**src/rtl/timer_seq_ctrl_if.sv**
```systemverilog
// APB bus between the timer sequencer (master) and the timer register block (slave).
interface timer_seq_ctrl_if;
    logic       psel;
    logic       penable;
    logic       pwrite;
    logic [7:0] paddr;
    logic [7:0] pwdata;
    logic [7:0] prdata;
    logic       pready;
    logic       pslverr;

    modport master (
        output psel, penable, pwrite, paddr, pwdata,
        input  prdata, pready, pslverr
    );

    modport slave (
        input  psel, penable, pwrite, paddr, pwdata,
        output prdata, pready, pslverr
    );
endinterface

```
**src/rtl/timer_seq_ctrl.sv**
```systemverilog
// APB-master sequencer: loads and enables the timer, polls its status flag, clears it and
// reports each event, optionally re-arming with the configuration captured at start.
module timer_seq_ctrl #(
    parameter logic [7:0] ADDR_TDR = 8'h00,
    parameter logic [7:0] ADDR_TCR = 8'h01,
    parameter logic [7:0] ADDR_TSR = 8'h02,
    parameter int         POLL_GAP = 4,
    parameter int         CNT_W    = 16
) (
    input  logic             sys_clk,
    input  logic             sys_rst,
    input  logic             start,
    input  logic             stop,
    input  logic [7:0]       cfg_tdr,
    input  logic             cfg_updown,
    input  logic [1:0]       cfg_cks,
    input  logic             cfg_periodic,
    output logic             busy,
    output logic             event_pulse,
    output logic [CNT_W-1:0] event_cnt,
    output logic             err,
    timer_seq_ctrl_if.master apb
);

    typedef enum logic [3:0] {
        S_IDLE, S_WR_TDR, S_WR_LOAD, S_WR_EN, S_GAP,
        S_RD_TSR, S_WR_CLR, S_EVT, S_WR_DIS, S_ERR
    } state_t;

    // A transfer state walks GAP (psel low) -> SETUP -> ACCESS.
    typedef enum logic [1:0] {PH_GAP, PH_SETUP, PH_ACCESS} phase_t;

    localparam logic [7:0] TCR_LOAD = 8'h80;
    localparam logic [7:0] TCR_OFF  = 8'h00;
    localparam logic [7:0] TSR_CLR  = 8'h00;

    state_t           state_q, state_d;
    phase_t           ph_q, ph_d;
    logic [3:0]       gap_q;
    logic [7:0]       tdr_q;
    logic             updown_q;
    logic [1:0]       cks_q;
    logic             periodic_q;
    logic             stop_q;
    logic             err_q;
    logic [CNT_W-1:0] cnt_q;

    logic in_xfer, xfer_done, accept, stop_any, flag;

    function automatic logic is_xfer(input state_t s);
        return s inside {S_WR_TDR, S_WR_LOAD, S_WR_EN, S_RD_TSR, S_WR_CLR, S_WR_DIS};
    endfunction

    always_comb begin
        in_xfer   = is_xfer(state_q);
        xfer_done = in_xfer && (ph_q == PH_ACCESS) && apb.pready;
        accept    = ((state_q == S_IDLE) || (state_q == S_ERR)) && start && !stop;
        stop_any  = stop_q || stop;
        flag      = |(apb.prdata & (updown_q ? 8'h02 : 8'h01));
    end

    // NOTE: every output of a combinational block gets a default first, so no path infers a latch.
    always_comb begin
        state_d = state_q;
        ph_d    = ph_q;
        unique case (state_q)
            S_IDLE: if (accept) state_d = S_WR_TDR;
            S_ERR: begin
                if (stop)        state_d = S_IDLE;
                else if (accept) state_d = S_WR_TDR;
            end
            S_GAP: begin
                if (stop_any)           state_d = S_WR_DIS;
                else if (gap_q == '0)   state_d = S_RD_TSR;
            end
            S_EVT: state_d = (periodic_q && !stop_any) ? S_WR_TDR : S_WR_DIS;
            default: begin
                if (ph_q == PH_GAP) begin
                    ph_d = PH_SETUP;
                end else if (ph_q == PH_SETUP) begin
                    ph_d = PH_ACCESS;
                end else if (xfer_done) begin
                    if (apb.pslverr)               state_d = S_ERR;
                    else if (state_q == S_WR_DIS)  state_d = S_IDLE;
                    else if (state_q == S_WR_CLR)  state_d = S_EVT;
                    else if (stop_any)             state_d = S_WR_DIS;
                    else begin
                        case (state_q)
                            S_WR_TDR:  state_d = S_WR_LOAD;
                            S_WR_LOAD: state_d = S_WR_EN;
                            S_WR_EN:   state_d = S_GAP;
                            default:   state_d = flag ? S_WR_CLR : S_GAP;
                        endcase
                    end
                end
            end
        endcase
        // Back-to-back transfers need a psel-low cycle; after a non-transfer state psel is already low.
        if (state_d != state_q) ph_d = in_xfer ? PH_GAP : PH_SETUP;
    end

    always_ff @(posedge sys_clk) begin
        if (sys_rst) begin
            state_q    <= S_IDLE;
            ph_q       <= PH_GAP;
            gap_q      <= '0;
            tdr_q      <= '0;
            updown_q   <= 1'b0;
            cks_q      <= '0;
            periodic_q <= 1'b0;
            stop_q     <= 1'b0;
            err_q      <= 1'b0;
            cnt_q      <= '0;
        end else begin
            state_q <= state_d;
            ph_q    <= ph_d;

            if ((state_d == S_GAP) && (state_q != S_GAP)) gap_q <= 4'(POLL_GAP - 1);
            else if (gap_q != '0)                          gap_q <= gap_q - 4'd1;

            if (accept) begin
                tdr_q      <= cfg_tdr;
                updown_q   <= cfg_updown;
                cks_q      <= cfg_cks;
                periodic_q <= cfg_periodic;
                err_q      <= 1'b0;
                cnt_q      <= '0;
            end else begin
                if (xfer_done && apb.pslverr) err_q <= 1'b1;
                if ((state_d == S_EVT) && (state_q != S_EVT) && (cnt_q != '1))
                    cnt_q <= cnt_q + CNT_W'(1);
            end

            if (accept || (state_d == S_IDLE)) stop_q <= 1'b0;
            else if (stop && busy)             stop_q <= 1'b1;
        end
    end

    always_comb begin
        busy        = (state_q != S_IDLE) && (state_q != S_ERR);
        event_pulse = (state_q == S_EVT);
        event_cnt   = cnt_q;
        err         = err_q;

        apb.psel    = in_xfer && (ph_q != PH_GAP);
        apb.penable = in_xfer && (ph_q == PH_ACCESS);
        apb.pwrite  = in_xfer && (state_q != S_RD_TSR);
        apb.paddr   = '0;
        apb.pwdata  = '0;
        case (state_q)
            S_WR_TDR:  begin apb.paddr = ADDR_TDR; apb.pwdata = tdr_q;    end
            S_WR_LOAD: begin apb.paddr = ADDR_TCR; apb.pwdata = TCR_LOAD; end
            S_WR_EN: begin
                apb.paddr  = ADDR_TCR;
                apb.pwdata = {2'b00, updown_q, 1'b1, 2'b00, cks_q};
            end
            S_RD_TSR:  apb.paddr = ADDR_TSR;
            S_WR_CLR:  begin apb.paddr = ADDR_TSR; apb.pwdata = TSR_CLR;  end
            S_WR_DIS:  begin apb.paddr = ADDR_TCR; apb.pwdata = TCR_OFF;  end
            default: ;
        endcase
    end

endmodule
```
**src/flat_wrapper.sv**
```systemverilog
// flat-port wrapper written by rule: the top's interface ports become plain ports
module timer_seq_ctrl_flat 
#(
    parameter logic [7:0] ADDR_TDR = 8'h00,
    parameter logic [7:0] ADDR_TCR = 8'h01,
    parameter logic [7:0] ADDR_TSR = 8'h02,
    parameter int         POLL_GAP = 4,
    parameter int         CNT_W    = 16
)
  (sys_clk, sys_rst, start, stop, cfg_tdr, cfg_updown, cfg_cks, cfg_periodic, busy, event_pulse, event_cnt, err, apb_psel, apb_penable, apb_pwrite, apb_paddr, apb_pwdata, apb_prdata, apb_pready, apb_pslverr);
  timer_seq_ctrl_if apb_i ();
  input  logic sys_clk;
  input  logic sys_rst;
  input  logic start;
  input  logic stop;
  input  logic [7:0] cfg_tdr;
  input  logic cfg_updown;
  input  logic [1:0] cfg_cks;
  input  logic cfg_periodic;
  output logic busy;
  output logic event_pulse;
  output logic [CNT_W-1:0] event_cnt;
  output logic err;
  output wire logic [$bits(apb_i.psel)-1:0] apb_psel;
  output wire logic [$bits(apb_i.penable)-1:0] apb_penable;
  output wire logic [$bits(apb_i.pwrite)-1:0] apb_pwrite;
  output wire logic [$bits(apb_i.paddr)-1:0] apb_paddr;
  output wire logic [$bits(apb_i.pwdata)-1:0] apb_pwdata;
  input wire logic [$bits(apb_i.prdata)-1:0] apb_prdata;
  input wire logic [$bits(apb_i.pready)-1:0] apb_pready;
  input wire logic [$bits(apb_i.pslverr)-1:0] apb_pslverr;
  assign apb_psel = apb_i.psel;
  assign apb_penable = apb_i.penable;
  assign apb_pwrite = apb_i.pwrite;
  assign apb_paddr = apb_i.paddr;
  assign apb_pwdata = apb_i.pwdata;
  assign apb_i.prdata = apb_prdata;
  assign apb_i.pready = apb_pready;
  assign apb_i.pslverr = apb_pslverr;
  timer_seq_ctrl #(.ADDR_TDR(ADDR_TDR), .ADDR_TCR(ADDR_TCR), .ADDR_TSR(ADDR_TSR), .POLL_GAP(POLL_GAP), .CNT_W(CNT_W)) u_core (.sys_clk(sys_clk), .sys_rst(sys_rst), .start(start), .stop(stop), .cfg_tdr(cfg_tdr), .cfg_updown(cfg_updown), .cfg_cks(cfg_cks), .cfg_periodic(cfg_periodic), .busy(busy), .event_pulse(event_pulse), .event_cnt(event_cnt), .err(err), .apb(apb_i));
endmodule
```
**config.mk**
```make
export PLATFORM = sky130hd
export DESIGN_NAME = timer_seq_ctrl_flat
export DESIGN_NICKNAME = d
export VERILOG_FILES = /design/src/rtl/timer_seq_ctrl_if.sv /design/src/rtl/timer_seq_ctrl.sv /design/src/flat_wrapper.sv
export SDC_FILE = /design/constraint.sdc
export NUM_CORES = 1
export LEC_CHECK = 0
export CORE_ASPECT_RATIO = 2
export CORE_MARGIN = 5
export CORE_UTILIZATION = 44
export DETAILED_ROUTE_END_ITERATION = 6
export GPL_ROUTABILITY_DRIVEN = 0
export HOLD_SLACK_MARGIN = 0.08
export PLACE_DENSITY_LB_ADDON = 0.08
export RECOVER_POWER = 25
export SYNTH_ARGS = -nofsm -noshare
export SYNTH_HDL_FRONTEND = slang
export SYNTH_SLANG_ARGS = --single-unit
```
**constraint.sdc**
```tcl
create_clock -name sys_clk -period 2.6 [get_ports sys_clk]
set_input_delay 0.39 -clock sys_clk [delete_from_list [all_inputs] [get_ports sys_clk]]
set_output_delay 0.39 -clock sys_clk [all_outputs]
set_load 0.01 [all_outputs]
```
-- Yosys cells after proc, flatten, opt, wreduce, memory -nomap -nowiden
Cells that the tools add are included.
- register bits after elaboration: 40
- input bits: 26
- output and inout bits: 38
- word-level logic and storage cells: 95
- add/subtract/negate cells: 2
- eq/ne operators: 20
- muxes and demuxes: 25
- bitwise operators: 1
- reduce and logical (&&, ||, !) cells: 36
- operators with widths (cell ; number):
    $mux 4 ; 12
    $eq 4x3->1 const B ; 6
    $pmux 8 s3 ; 1
    $add 16x1->16 const B ; 1
    $mux 2 ; 8
    $ne 16x16->1 const B ; 1
    $pmux 4 s4 ; 1
    $logic_and 1x1->1 ; 13
    $logic_not 4->1 ; 3
    $ne 4x3->1 const B ; 3
    $pmux 4 s3 ; 1
    $and 8x8->8 ; 1
    $eq 4x2->1 const B ; 2
    $eq 4x4->1 const B ; 2
    $reduce_bool 4->1 ; 2
    $reduce_or 2->1 ; 4
    $reduce_or 8->1 ; 1
    $reduce_bool 6->1 ; 1
    $eq 4x1->1 const B ; 1
    $ne 4x4->1 ; 1
    $ne 4x4->1 const B ; 1
    $pmux 2 s2 ; 1
    $reduce_bool 2->1 ; 2
    $reduce_or 4->1 ; 1
    11 further kinds ; 14

-- Logic depth before layout (Yosys ltp)
- depth after elaboration: 16
- depth in mapped cells: 11

-- Worst setup path before layout
Ideal clock, no wire load.
- path type: reg2reg
- from: reg u_core.gap_q[0]
- to: reg u_core.cnt_q[11] (netlist: u_core.event_cnt[11])
- arrival: 2.306 ns
- path slack: 0.224 ns
- cell stages (with the launch flop): 11
- path buffers: 1
- cells stage by stage: dfxtp_1 -> inv_1 -> ha_1 -> or3b_1 -> o21ai_0 -> a32oi_1 -> a211oi_2 -> nand4b_1 -> buf_2 -> or4_1 -> a21oi_1
- word-level cells in the longest chain between the ends: 7
- RTL lines (what ; RTL line ; RTL):
    from (decl) ; timer_seq_ctrl.sv:39 ; logic [3:0] gap_q;
    from (signal assigned) ; timer_seq_ctrl.sv:118 ; if ((state_d == S_GAP) && (state_q != S_GAP)) gap_q <= 4'(POLL_GAP - 1);
    from (signal assigned) ; timer_seq_ctrl.sv:119 ; else if (gap_q != '0) gap_q <= gap_q - 4'd1;
    $logic_not 4->1 ; timer_seq_ctrl.sv:74 ; else if (gap_q == '0) state_d = S_RD_TSR;
    $mux 4 ; timer_seq_ctrl.sv:74 ;
    $mux 4 ; timer_seq_ctrl.sv:73 ; if (stop_any) state_d = S_WR_DIS;
    $pmux 4 s4 ; timer_seq_ctrl.sv:66 ; unique case (state_q)
    $eq 4x3->1 ; timer_seq_ctrl.sv:130 ; if ((state_d == S_EVT) && (state_q != S_EVT) && (cnt_q != '1))
    $logic_and 1x1->1 (2 in series) ; timer_seq_ctrl.sv:130 ;
    to (signal assigned) ; timer_seq_ctrl.sv:131 ; cnt_q <= cnt_q + CNT_W'(1);
    to (decl) ; timer_seq_ctrl.sv:46 ; logic [CNT_W-1:0] cnt_q;
Every way passes these cells.
A chain may end at the register's enable or synchronous reset.

-- Final worst setup path
- from: reg u_core.state_q[0]
- to: reg u_core.cnt_q[9] (netlist: u_core.event_cnt[9])
- word-level cells in the longest chain between the ends: 13
- RTL lines (what ; RTL line ; RTL):
    from (decl) ; timer_seq_ctrl.sv:37 ; state_t state_q, state_d;
    from (signal assigned) ; timer_seq_ctrl.sv:115 ; state_q <= state_d;
    $eq 4x2->1 or $eq 4x1->1 (tied branches) ; timer_seq_ctrl.sv:51, timer_seq_ctrl.sv:88 ;
    $pmux 4 s3 ; timer_seq_ctrl.sv:88 ; case (state_q)
    $mux 4 ; timer_seq_ctrl.sv:86 ; else if (stop_any) state_d = S_WR_DIS;
    $mux 4 ; timer_seq_ctrl.sv:85 ; else if (state_q == S_WR_CLR) state_d = S_EVT;
    $mux 4 ; timer_seq_ctrl.sv:84 ; else if (state_q == S_WR_DIS) state_d = S_IDLE;
    $mux 4 ; timer_seq_ctrl.sv:83 ; if (apb.pslverr) state_d = S_ERR;
    $mux 4 ; timer_seq_ctrl.sv:82 ; end else if (xfer_done) begin
    $mux 4 ; timer_seq_ctrl.sv:80 ; end else if (ph_q == PH_SETUP) begin
    $mux 4 ; timer_seq_ctrl.sv:78 ; if (ph_q == PH_GAP) begin
    $pmux 4 s4 ; timer_seq_ctrl.sv:66 ;
    $eq 4x3->1 ; timer_seq_ctrl.sv:130 ;
    $logic_and 1x1->1 (2 in series) ; timer_seq_ctrl.sv:130 ;
Parallel ways exist; a longest one is shown, timed or not.

==> reports/metrics.cfg <==
[detailed_routing]
drtIter0Drc = 180
wl_per_cell_um = 15.58
drcViolationCount = 0
postRouteAntennaNets = 0
vias = 2479
dr.pass1.iters = 4
finalWirelength_um = 6791
vias_per_cell = 5.686

[placement]
port_buffers = 51
hpwl_um = 5111
dp_cells = 424
place_ws_ns = -0.3417
place_area_um2 = 3179

[clock_network]
numCtsBuffers = 5
cts.path.max_buffers = 2
htreeDepth = 2
cts_num_sinks = 40
clk_latency_ns = 0.30
clock-root-buffer = clkbuf_8
cts_tree = yes
ctsHoldBuffers = 0
clkTransAtPathRegs_ns = 0.08

[layout]
drive_gt1_share_pct = 20.63
fin_util_pct = 65.23
antennaDiodeCount = 0
final_area_um2 = 3382
syn2layout_area_growth_pct = 43.85
finalNetCount = 405
finalNonFillerCells = 436

[synth]
synth.distinct_cells = 56
synth_xor_area_share_pct = 2.235
synthDominantCellAreaShare_pct = 34.06
yosysMostFrequentCell = nor2_1
synth_edf_count = 0
async_flop_share_pct = 0
synth.area.top_cells = dfxtp_1, mux2i_1, nor2_1
netlist_area_um2 = 2351
synthTopCellsByCount = nor2_1, dfxtp_1, a21oi_1, mux2i_1
synthSimpleGateAreaFrac_pct = 28.58
synth-compound-area-share_pct = 19.58
syn_area_per_cell_um2 = 8.107
ys_warn_count = 0
synth-seq-area-share_pct = 34.06
yosysTopAreaCell = dfxtp_1
synth.area.mux_share_pct = 7.717
synth_adder_area_share_pct = 1.064
synth_cells = 290
synth_top_family_by_area = simple AND/OR/NAND/NOR gates
ys_ff_latch = 40
synth_ff_type = dfxtp_1

[sta]
fin_crit_ns = 2.576
finalCritPeriodShare_pct = 99.07
fin_skew_ns = 0.006322
drv_slew = 0
hold_violations = 0
holdWs_ns = 0.4748
fmax_mhz = 388.2
rsz0062_at_grt = true
setup-violations-final = 0
setup_ws_ns = 0.02425

[min_path]
min_from = u_core.err
hp-class = register to register
hold_depth = 2
whs_endpoint = u_core.err

[critical_path]
rrSetupSlack_ns = 0.02
crit_path_start = u_core.state_q[0]
worst_r2r_startpoint = u_core.state_q[0]
crit_fanout = 10
cp-start-kind = register
worst_ep_required_time_ns = 2.83
ff2ff_path_depth = 8
critPathKind = register to register
r2r-end = u_core.event_cnt[9]
critPathArrivalTime_ns = 2.81
end_kind = register

[status]
status = complete, no violations

[global_routing]
grt_pass1_wl_um = 10850
grt_antenna_before_repair = 0
grtUsageTotal_pct = 20.00
grt-ovfl-total = 0
grt_pass1_vias = 2473
grt_max_degree = 24

[floorplanning]
core_um2 = 5185
dieArea_um2 = 6994
dieWidth_um = 61.69
io_pins = 64
fp-row-count = 37
initial_utilization_pct = 45.34
die_h_um = 113.4

[pwr]
power_density_nw_per_um2 = 872.4
p_leak_uw = 0.001309
worst_ir_drop_vdd_mv = 0.6421

[job]
maxCapViolations = 0

## worst max path at each step
stage	to	slack [ns]	cells after the start
finish	u_core.event_cnt[9]	0.02	8
global route	u_core.event_cnt[9]	-0.07	10
CTS	u_core.event_cnt[9]	0.02	8
detailed placement	u_core.event_cnt[9]	-0.34	9
global placement	u_core.event_cnt[9]	-0.29	9
floorplan	u_core.event_cnt[11]	0.22	10
## per-layer routing
layer  track usage [%]  share of wire, %
met4             10.62               3.8
met1             20.94                36
met3             3.398               3.7
met5                 0                 0
met2             35.62                56
## power by group
group	internal, uW	switching [uW]
clock network	289	246
registers	709	80.5
logic	866	760
total	1860	1090
## stage by stage
stage | power (uW) | setup TNS (ns)
3_5_place_dp | 2346 | -4.880
5_1_grt | 3154 | -0.5589
3_3_place_gp | 2324 | -3.787
4_1_cts | 2874 | 0
2_1_floorplan | 1673 | 0
6_report | 2951 | 0
## area by class of cell
type | count | area (um2)
multi-input cells | 223 | 1451
clock buffers | 5 | 68.82
flip-flops and latches | 40 | 808.3
inverters | 9 | 33.78
well taps | 58 | 72.57
fillers | 468 | 1803
clock inverters | 3 | 46.29
repair buffers | 98 | 900.9
## kinds of logic (layout without fill, tap and decap cells)
logic type               Yosys count  after routing
other                              1              6
XOR/XNOR                           6              6
flip-flops                        40             40
multiplexers                      18             18
AND/OR/NAND/NOR                  122            122
buffers and inverters             32            115
adder cells (fa/ha/maj)            2              2
AO/OA/AOI/OAI                     69             69
## flip-flops by register name, indices dropped and copies added (netlist names)
signal,flops
u_core.periodic_q,1
u_core.updown_q,1
u_core.gap_q,4
u_core.stop_q,1
u_core.err,1
u_core.event_cnt,16
u_core.cks_q,2
u_core.ph_q,2
u_core.tdr_q,8
u_core.state_q,4
## worst max-delay path, cell delays in order, from the launching register on
cell and delay, ns:
dfxtp_4 0.38, or4b_4 0.56, o211ai_2 0.13, a22oi_2 0.10
a211oi_2 0.28, nand4b_1 0.21, buf_12 0.20, or4_1 0.50
a21oi_1 0.13
## timing repair
item	CTS	global route
pin swaps	0	3
setup endpoints to repair	9	9
endpoints found under the hold margin	0	0
resized for setup	7	11
cloned	0	1
buffers inserted	0	3
## layout by cell type (no fill, tap or decap), types with 2 or more instances in the layout
cell type,instances
or2_2,2
dfxtp_2,3
o32a_1,2
o41ai_1,2
nand3_1,9
dfxtp_1,36
a311oi_1,3
o31ai_1,5
a21oi_1,28
nor2b_1,5
mux2i_1,17
o211a_1,2
buf_12,2
and3_1,4
dlygate4sd2_1,4
xnor2_1,5
or4_1,5
dlygate4sd3_1,13
nor2_1,41
clkdlybuf4s50_1,34
nand2_1,12
ha_1,2
nand4_1,5
clkbuf_8,5
nand2b_1,5
o21ai_0,9
or3_1,11
nor3_1,7
nor3b_1,3
a211oi_1,2
inv_1,8
buf_4,44
conb_1,6
(Power assumes the default switching activity.)
